File: src/rtl/mips_mem_pkg.sv
// Shared definitions for the memory access controller: state encoding,
// access size codes, I/O region default and lane/replication helpers.
package mips_mem_pkg;

    typedef enum logic [2:0] {
        ST_IDLE    = 3'd0,
        ST_WRITE   = 3'd1,
        ST_RD_ADDR = 3'd2,
        ST_RD_DATA = 3'd3,
        ST_DONE    = 3'd4
    } state_t;

    localparam logic [1:0]  SZ_BYTE = 2'b00;
    localparam logic [1:0]  SZ_HALF = 2'b01;
    localparam logic [1:0]  SZ_WORD = 2'b10;
    localparam logic [31:0] IO_BASE_DEFAULT = 32'h10000000;

    // Size code 11 is always rejected, so it counts as misaligned.
    function automatic logic is_misaligned(input logic [1:0] size, input logic [1:0] addr_lo);
        logic bad;
        case (size)
            SZ_BYTE: bad = 1'b0;
            SZ_HALF: bad = addr_lo[0];
            SZ_WORD: bad = (addr_lo != 2'b00);
            default: bad = 1'b1;
        endcase
        return bad;
    endfunction

    // Little-endian byte lanes touched by an aligned access.
    function automatic logic [3:0] lane_enable(input logic [1:0] size, input logic [1:0] addr_lo);
        logic [3:0] be;
        case (size)
            SZ_BYTE: be = 4'b0001 << addr_lo;
            SZ_HALF: be = addr_lo[1] ? 4'b1100 : 4'b0011;
            SZ_WORD: be = 4'b1111;
            default: be = 4'b0000;
        endcase
        return be;
    endfunction

    // Replicate right-justified store data so every candidate lane carries it.
    function automatic logic [31:0] store_replicate(input logic [1:0] size, input logic [31:0] data);
        logic [31:0] rep;
        case (size)
            SZ_BYTE: rep = {4{data[7:0]}};
            SZ_HALF: rep = {2{data[15:0]}};
            SZ_WORD: rep = data;
            default: rep = 32'h00000000;
        endcase
        return rep;
    endfunction

endpackage

File: src/rtl/mem_access_ctrl_load_align.sv
// Combinational load aligner: picks the addressed lane(s) from a memory word,
// right-justifies them and sign- or zero-extends to 32 bits.
module load_align
    import mips_mem_pkg::*;
(
    input  logic [31:0] i_word,
    input  logic [1:0]  i_addr_lo,
    input  logic [1:0]  i_size,
    input  logic        i_unsigned,
    output logic [31:0] o_result
);

    logic [7:0]  w_byte;
    logic [15:0] w_half;

    // Lane selection, then extension according to size and signedness.
    always_comb begin
        w_byte   = 8'h00;
        w_half   = 16'h0000;
        o_result = 32'h00000000;
        case (i_addr_lo)
            2'd0:    w_byte = i_word[7:0];
            2'd1:    w_byte = i_word[15:8];
            2'd2:    w_byte = i_word[23:16];
            2'd3:    w_byte = i_word[31:24];
            default: w_byte = 8'h00;
        endcase
        if (i_addr_lo[1]) begin
            w_half = i_word[31:16];
        end else begin
            w_half = i_word[15:0];
        end
        case (i_size)
            SZ_BYTE: o_result = i_unsigned ? {24'h000000, w_byte} : {{24{w_byte[7]}}, w_byte};
            SZ_HALF: o_result = i_unsigned ? {16'h0000, w_half} : {{16{w_half[15]}}, w_half};
            SZ_WORD: o_result = i_word;
            default: o_result = 32'h00000000;
        endcase
    end

endmodule

File: src/rtl/mem_access_ctrl.sv
// Load/store controller between a CPU access port and a single-port memory
// bank: alignment and I/O-region checks, lane enables, store replication,
// wait-stated reads and aligned, extended load results. All outputs are
// registered and computed from the next state.
module mem_access_ctrl
    import mips_mem_pkg::*;
#(
    parameter logic [31:0] IO_BASE = IO_BASE_DEFAULT,
    parameter int          RD_WAIT = 1
) (
    input  logic        iCLK,
    input  logic        iRST,
    input  logic        iReq,
    input  logic        iWrite,
    input  logic [1:0]  iSize,
    input  logic        iUnsigned,
    input  logic [31:0] iAddr,
    input  logic [31:0] iStoreData,
    output logic        oBusy,
    output logic        oDone,
    output logic        oAddrErr,
    output logic [31:0] oLoadData,
    output logic [31:0] oMemAddress,
    output logic [3:0]  oByteEnable,
    output logic [31:0] oWriteData,
    output logic        oMemRead,
    output logic        oMemWrite,
    input  logic [31:0] iMemData
);

    localparam logic [1:0] WAIT_INIT = 2'(RD_WAIT - 1);

    state_t      r_state,   w_state_nxt;
    logic [1:0]  r_wait,    w_wait_nxt;
    logic [1:0]  r_size,    w_size_nxt;
    logic        r_unsigned, w_unsigned_nxt;
    logic [1:0]  r_addr_lo, w_addr_lo_nxt;
    logic        r_addr_err, w_addr_err_nxt;
    logic [31:0] r_load_data, w_load_data_nxt;
    logic [31:0] r_mem_address, w_mem_address_nxt;
    logic [3:0]  r_byte_enable, w_byte_enable_nxt;
    logic [31:0] r_write_data, w_write_data_nxt;
    logic        r_busy, r_done, r_mem_read, r_mem_write;
    logic        w_reject;
    logic [31:0] w_aligned;

    load_align u_align (
        .i_word     (iMemData),
        .i_addr_lo  (r_addr_lo),
        .i_size     (r_size),
        .i_unsigned (r_unsigned),
        .o_result   (w_aligned)
    );

    // Reject misaligned accesses and sub-word stores into the I/O region.
    always_comb begin
        w_reject = is_misaligned(iSize, iAddr[1:0]) ||
                   (iWrite && (iSize != SZ_WORD) && (iAddr >= IO_BASE));
    end

    // Next-state and next-output logic of the access state machine.
    always_comb begin
        w_state_nxt       = r_state;
        w_wait_nxt        = r_wait;
        w_size_nxt        = r_size;
        w_unsigned_nxt    = r_unsigned;
        w_addr_lo_nxt     = r_addr_lo;
        w_addr_err_nxt    = 1'b0;
        w_load_data_nxt   = r_load_data;
        w_mem_address_nxt = r_mem_address;
        w_byte_enable_nxt = r_byte_enable;
        w_write_data_nxt  = r_write_data;
        case (r_state)
            ST_IDLE: begin
                if (iReq) begin
                    w_size_nxt     = iSize;
                    w_unsigned_nxt = iUnsigned;
                    w_addr_lo_nxt  = iAddr[1:0];
                    if (w_reject) begin
                        w_state_nxt    = ST_DONE;
                        w_addr_err_nxt = 1'b1;
                    end else if (iWrite) begin
                        w_state_nxt       = ST_WRITE;
                        w_mem_address_nxt = {iAddr[31:2], 2'b00};
                        w_byte_enable_nxt = lane_enable(iSize, iAddr[1:0]);
                        w_write_data_nxt  = store_replicate(iSize, iStoreData);
                    end else begin
                        w_state_nxt       = ST_RD_ADDR;
                        w_wait_nxt        = WAIT_INIT;
                        w_mem_address_nxt = {iAddr[31:2], 2'b00};
                        w_byte_enable_nxt = lane_enable(iSize, iAddr[1:0]);
                    end
                end else begin
                    w_state_nxt = ST_IDLE;
                end
            end
            ST_WRITE: begin
                w_state_nxt       = ST_DONE;
                w_mem_address_nxt = 32'h00000000;
                w_byte_enable_nxt = 4'b0000;
                w_write_data_nxt  = 32'h00000000;
            end
            ST_RD_ADDR: begin
                if (r_wait == 2'd0) begin
                    w_state_nxt = ST_RD_DATA;
                end else begin
                    w_wait_nxt = r_wait - 2'd1;
                end
            end
            ST_RD_DATA: begin
                w_state_nxt       = ST_DONE;
                w_load_data_nxt   = w_aligned;
                w_mem_address_nxt = 32'h00000000;
                w_byte_enable_nxt = 4'b0000;
            end
            ST_DONE: begin
                w_state_nxt = ST_IDLE;
            end
            default: begin
                w_state_nxt       = ST_IDLE;
                w_mem_address_nxt = 32'h00000000;
                w_byte_enable_nxt = 4'b0000;
                w_write_data_nxt  = 32'h00000000;
            end
        endcase
    end

    // State, captured request fields and registered outputs.
    always_ff @(posedge iCLK or posedge iRST) begin
        if (iRST) begin
            r_state       <= ST_IDLE;
            r_wait        <= 2'd0;
            r_size        <= 2'b00;
            r_unsigned    <= 1'b0;
            r_addr_lo     <= 2'b00;
            r_addr_err    <= 1'b0;
            r_load_data   <= 32'h00000000;
            r_mem_address <= 32'h00000000;
            r_byte_enable <= 4'b0000;
            r_write_data  <= 32'h00000000;
            r_busy        <= 1'b0;
            r_done        <= 1'b0;
            r_mem_read    <= 1'b0;
            r_mem_write   <= 1'b0;
        end else begin
            r_state       <= w_state_nxt;
            r_wait        <= w_wait_nxt;
            r_size        <= w_size_nxt;
            r_unsigned    <= w_unsigned_nxt;
            r_addr_lo     <= w_addr_lo_nxt;
            r_addr_err    <= w_addr_err_nxt;
            r_load_data   <= w_load_data_nxt;
            r_mem_address <= w_mem_address_nxt;
            r_byte_enable <= w_byte_enable_nxt;
            r_write_data  <= w_write_data_nxt;
            r_busy        <= (w_state_nxt != ST_IDLE);
            r_done        <= (w_state_nxt == ST_DONE);
            r_mem_read    <= (w_state_nxt == ST_RD_ADDR);
            r_mem_write   <= (w_state_nxt == ST_WRITE);
        end
    end

    assign oBusy       = r_busy;
    assign oDone       = r_done;
    assign oAddrErr    = r_addr_err;
    assign oLoadData   = r_load_data;
    assign oMemAddress = r_mem_address;
    assign oByteEnable = r_byte_enable;
    assign oWriteData  = r_write_data;
    assign oMemRead    = r_mem_read;
    assign oMemWrite   = r_mem_write;

endmodule

File: config.mk
export PLATFORM = sky130hd
export DESIGN_NAME = mem_access_ctrl
export DESIGN_NICKNAME = d
export VERILOG_FILES = /design/src/rtl/mips_mem_pkg.sv /design/src/rtl/mem_access_ctrl_load_align.sv /design/src/rtl/mem_access_ctrl.sv
export SDC_FILE = /design/constraint.sdc
export NUM_CORES = 1
export LEC_CHECK = 0
export BUFFER_PORTS_ARGS = -buffer_cell sky130_fd_sc_hd__buf_2
export CAP_MARGIN = 40
export CORE_AREA = 2 2 137 112
export CTS_CLUSTER_SIZE = 10
export DETAILED_ROUTE_END_ITERATION = 10
export DIE_AREA = 0 0 139 114
export PLACE_DENSITY = 0.68
export RECOVER_POWER = 25
export SLEW_MARGIN = 10
export SYNTH_ARGS = -nofsm -noshare
export SYNTH_HDL_FRONTEND = slang
export SYNTH_HIERARCHICAL = 1
export SYNTH_SLANG_ARGS = --single-unit
export TNS_END_PERCENT = 10
File: constraint.sdc
create_clock -name iCLK -period 3.4 [get_ports iCLK]
set_clock_uncertainty 0.15 [all_clocks]
set_input_delay 0.51 -clock iCLK [delete_from_list [all_inputs] [get_ports iCLK]]
set_output_delay 0.51 -clock iCLK [all_outputs]
set_load 0.01 [all_outputs]
==> flow_metrics.tcl <==
set metrics [dict create \
    status "complete, but fails checks" \
    violations "capacitance limit, slew limit" \
    finalCriticalPeriod_ns 2.52 \
    grt_pass1_wl_um 24500 \
    hp-start "iUnsigned" \
    cts_resized 0 \
    core_um2 14600 \
    tightest_slew_ns 1.52 \
    holdWs_ns 0.143 \
    gp_congestion 0.822 \
    cpMaxStageDelayCell "dfrtp_1" \
    ys_async_sr_fraction_pct 100 \
    end_kind "register" \
    timing.rr.end "oLoadData[8]$_DFFE_PP0P_" \
    insertion_delay_ns 0.41 \
    cts_buffers 17 \
    drive_above_1_share_pct 45.7 \
    crit_type "register to register" \
    slew_violations 61 \
    max_freq_mhz 397 \
    synth_edf_count 0 \
    fin_setup_tns_ns 0 \
    hold_path_depth 3 \
    reg2regPathDepth 4 \
    start_util_pct 38.9 \
    ant_nets 0 \
    dp_hpwl_um 11100 \
    ios 208 \
    nets 772 \
    wl_per_cell_um 17.7 \
    drc 0 \
    ys_warn_count 6 \
    clockBufferDepth 2 \
    setup_viol 0 \
    grt_util_all_layers_pct 19.6 \
    root_buffer "clkbuf_16" \
    total_power_w 0.00650 \
    relSlewSlack_pct -1.53 \
    drt_wl_total_um 15400 \
    cts_setup_buffers 0 \
    synth_cells 477 \
    max-cap-violations 1 \
    antenna_found_initial 0 \
    p_leak_nw 3.88 \
    worstHoldEndpoint "r_unsigned$_DFFE_PP0P_" \
    netlist_area_um2 5680 \
    critPathLaunchType "register" \
    slowest_delay_ns 0.87 \
    required_ns 3.53 \
    port_buffers 205 \
    crit_arrival_ns 2.65 \
    fp.dieW_um 139 \
    ys_seq_area_share_pct 49.8 \
    drt_pass1_iterations 4 \
    final_common_cell "buf_2" \
    ys_ff_latch 113 \
    final_cell_mix "205 x buf_2, 113 x dfrtp_1, 50 x a22o_1" \
    placedCellCount 838 \
    instances_no_fill 870 \
    path_max_fanout 24 \
    clk_pin_slew_ns 0.06 \
    num_vias 4685 \
    ys.flop_type "dfrtp_1" \
    hold_viol 0 \
    rsz0062_at_grt "no" \
    vdd_drop_max_mv 0.412 \
    die_area_um2 15800 \
    fp-row-count 40 \
    synth.avg_cell_area_um2 11.9 \
    reg2reg_slack_ns 0.88 \
    h-tree-depth 4 \
    r2r-start "r_addr_lo[1]$_DFFE_PP0P_" \
    area_growth_pct 29.5 \
    cts_hold_buf 0 \
    drt_iter0_drc 253 \
    dieHeight_um 114 \
    ys_types 46 \
    vias_per_cell 5.39 \
    grt.overflow.total 0 \
    grt_start_max_net_pins 61 \
    cts_sinks 113 \
    path_cells "nor3_1, a22oi_4, o21ai_1, mux2_1" \
    fin_crit_sh_pct 74.0 \
    antenna_cells 0 \
    grt_pass1_vias 4613 \
    powerDensity_nw_per_um2 884 \
    cts_tree "done" \
    hp-class "primary input to register" \
]
## state kept, by name, summed over array words and instances, names as in the netlist
| name | count |
|---|---|
| oDone | 1 |
| oMemWrite | 1 |
| r_addr_lo | 2 |
| r_wait | 2 |
| r_unsigned | 1 |
| oWriteData | 32 |
| r_size | 2 |
| oLoadData | 32 |
| oBusy | 1 |
| r_state | 3 |
| oAddrErr | 1 |
| oByteEnable | 4 |
| oMemRead | 1 |
| oMemAddress | 30 |
## synth_stat cells (all sizes together), types with 2 or more instances
library cell / number / area share (%)
and3: 2 / 0.22
o21ai: 11 / 0.97
mux2i: 22 / 3.9
a22oi: 10 / 1.6
o21bai: 5 / 0.66
a22o: 50 / 7.7
nand2: 34 / 2.2
nor3: 3 / 0.26
nor2: 14 / 0.93
buf: 32 / 3.8
or3: 2 / 0.22
nand3b: 2 / 0.48
dfrtp: 113 / 50
clkbuf: 13 / 0.86
o2bb2ai: 17 / 2.6
inv: 7 / 0.46
a221o: 7 / 1.2
nor2b: 12 / 1.3
mux2: 51 / 10
o211ai: 16 / 3.5
nand3: 4 / 0.44
o22ai: 9 / 0.99
nand2b: 3 / 0.33
a21o: 9 / 1.2
a21oi: 18 / 1.7
## report_power, final
| part | switching (W) | internal (W) |
|---|---|---|
| Sequential | 0.000360 | 0.00183 |
| Combinational | 0.00138 | 0.00120 |
| Clock | 0.000651 | 0.00108 |
| Total | 0.00239 | 0.00411 |
## final cells by class
class / instances / area (um2)
clock inverters: 15 / 159
flip-flops and latches: 113 / 2830
multi-input cells: 313 / 2570
inverters: 7 / 27.5
well taps: 189 / 236
fillers: 1331 / 7260
repair buffers: 216 / 1110
clock buffers: 17 / 425
## layer usage
metal / GRT usage [%] / routed length [um] / vias to the layer above
li1: - / - / 2167
met1: 25.0 / 6590 / 2316
met2: 31.3 / 7350 / 191
met3: 6.88 / 1370 / 11
met4: 6.46 / 126 / 0
met5: 0 / 0 / -
## worst max-delay path, delay by kind of cell, from the launching register on
family / cells / cell delay (ns)
flops: 1 / 0.87
compound gates: 2 / 0.87
mux: 1 / 0.31
simple gates: 1 / 0.18
## kinds of logic (layout without fill, tap and decap cells)
kind of cell             after synthesis  count (layout)  synth area share [%]
AND/OR/NAND/NOR                       81              81                  7.25
flip-flops                           113             113                  49.8
buffers and inverters                 52             255                  5.13
adder cells (fa/ha/maj)                1               1                 0.220
multiplexers                          73              73                  14.2
other                                  1               2                0.0660
AO/OA/AOI/OAI                        156             156                  23.4
## worst max-delay path by stage
| stage | from | end | slack, ns | cells past startpoint |
|---|---|---|---|---|
| 2_1_floorplan | iAddr[31] | oMemAddress[10]$_DFFE_PP0P_ | 1.26 | 5 |
| 3_3_place_gp | iAddr[31] | oWriteData[4]$_DFFE_PP0P_ | 0.87 | 6 |
| 3_5_place_dp | iAddr[31] | oWriteData[12]$_DFFE_PP0P_ | 0.80 | 6 |
| 4_1_cts | r_addr_lo[1]$_DFFE_PP0P_ | oLoadData[8]$_DFFE_PP0P_ | 0.89 | 4 |
| 5_1_grt | iRST | oMemAddress[13]$_DFFE_PP0P_ | 0.45 | 3 |
| 6_report | r_addr_lo[1]$_DFFE_PP0P_ | oLoadData[8]$_DFFE_PP0P_ | 0.88 | 4 |
## metrics by stage
| step | utilization [%] | setup WS [ns] | instance area (um2) |
|---|---|---|---|
| CTS | 50.4 | 0.893 | 7370 |
| detailed placement | 46.4 | 0.804 | 6790 |
| global route | 50.3 | 0.447 | 7350 |
| global placement | 46.4 | 0.875 | 6790 |
| floorplan | - | 1.26 | 5690 |
| finish | 50.3 | 0.883 | 7350 |
No activity file was read; power rests on OpenSTA's default activity.
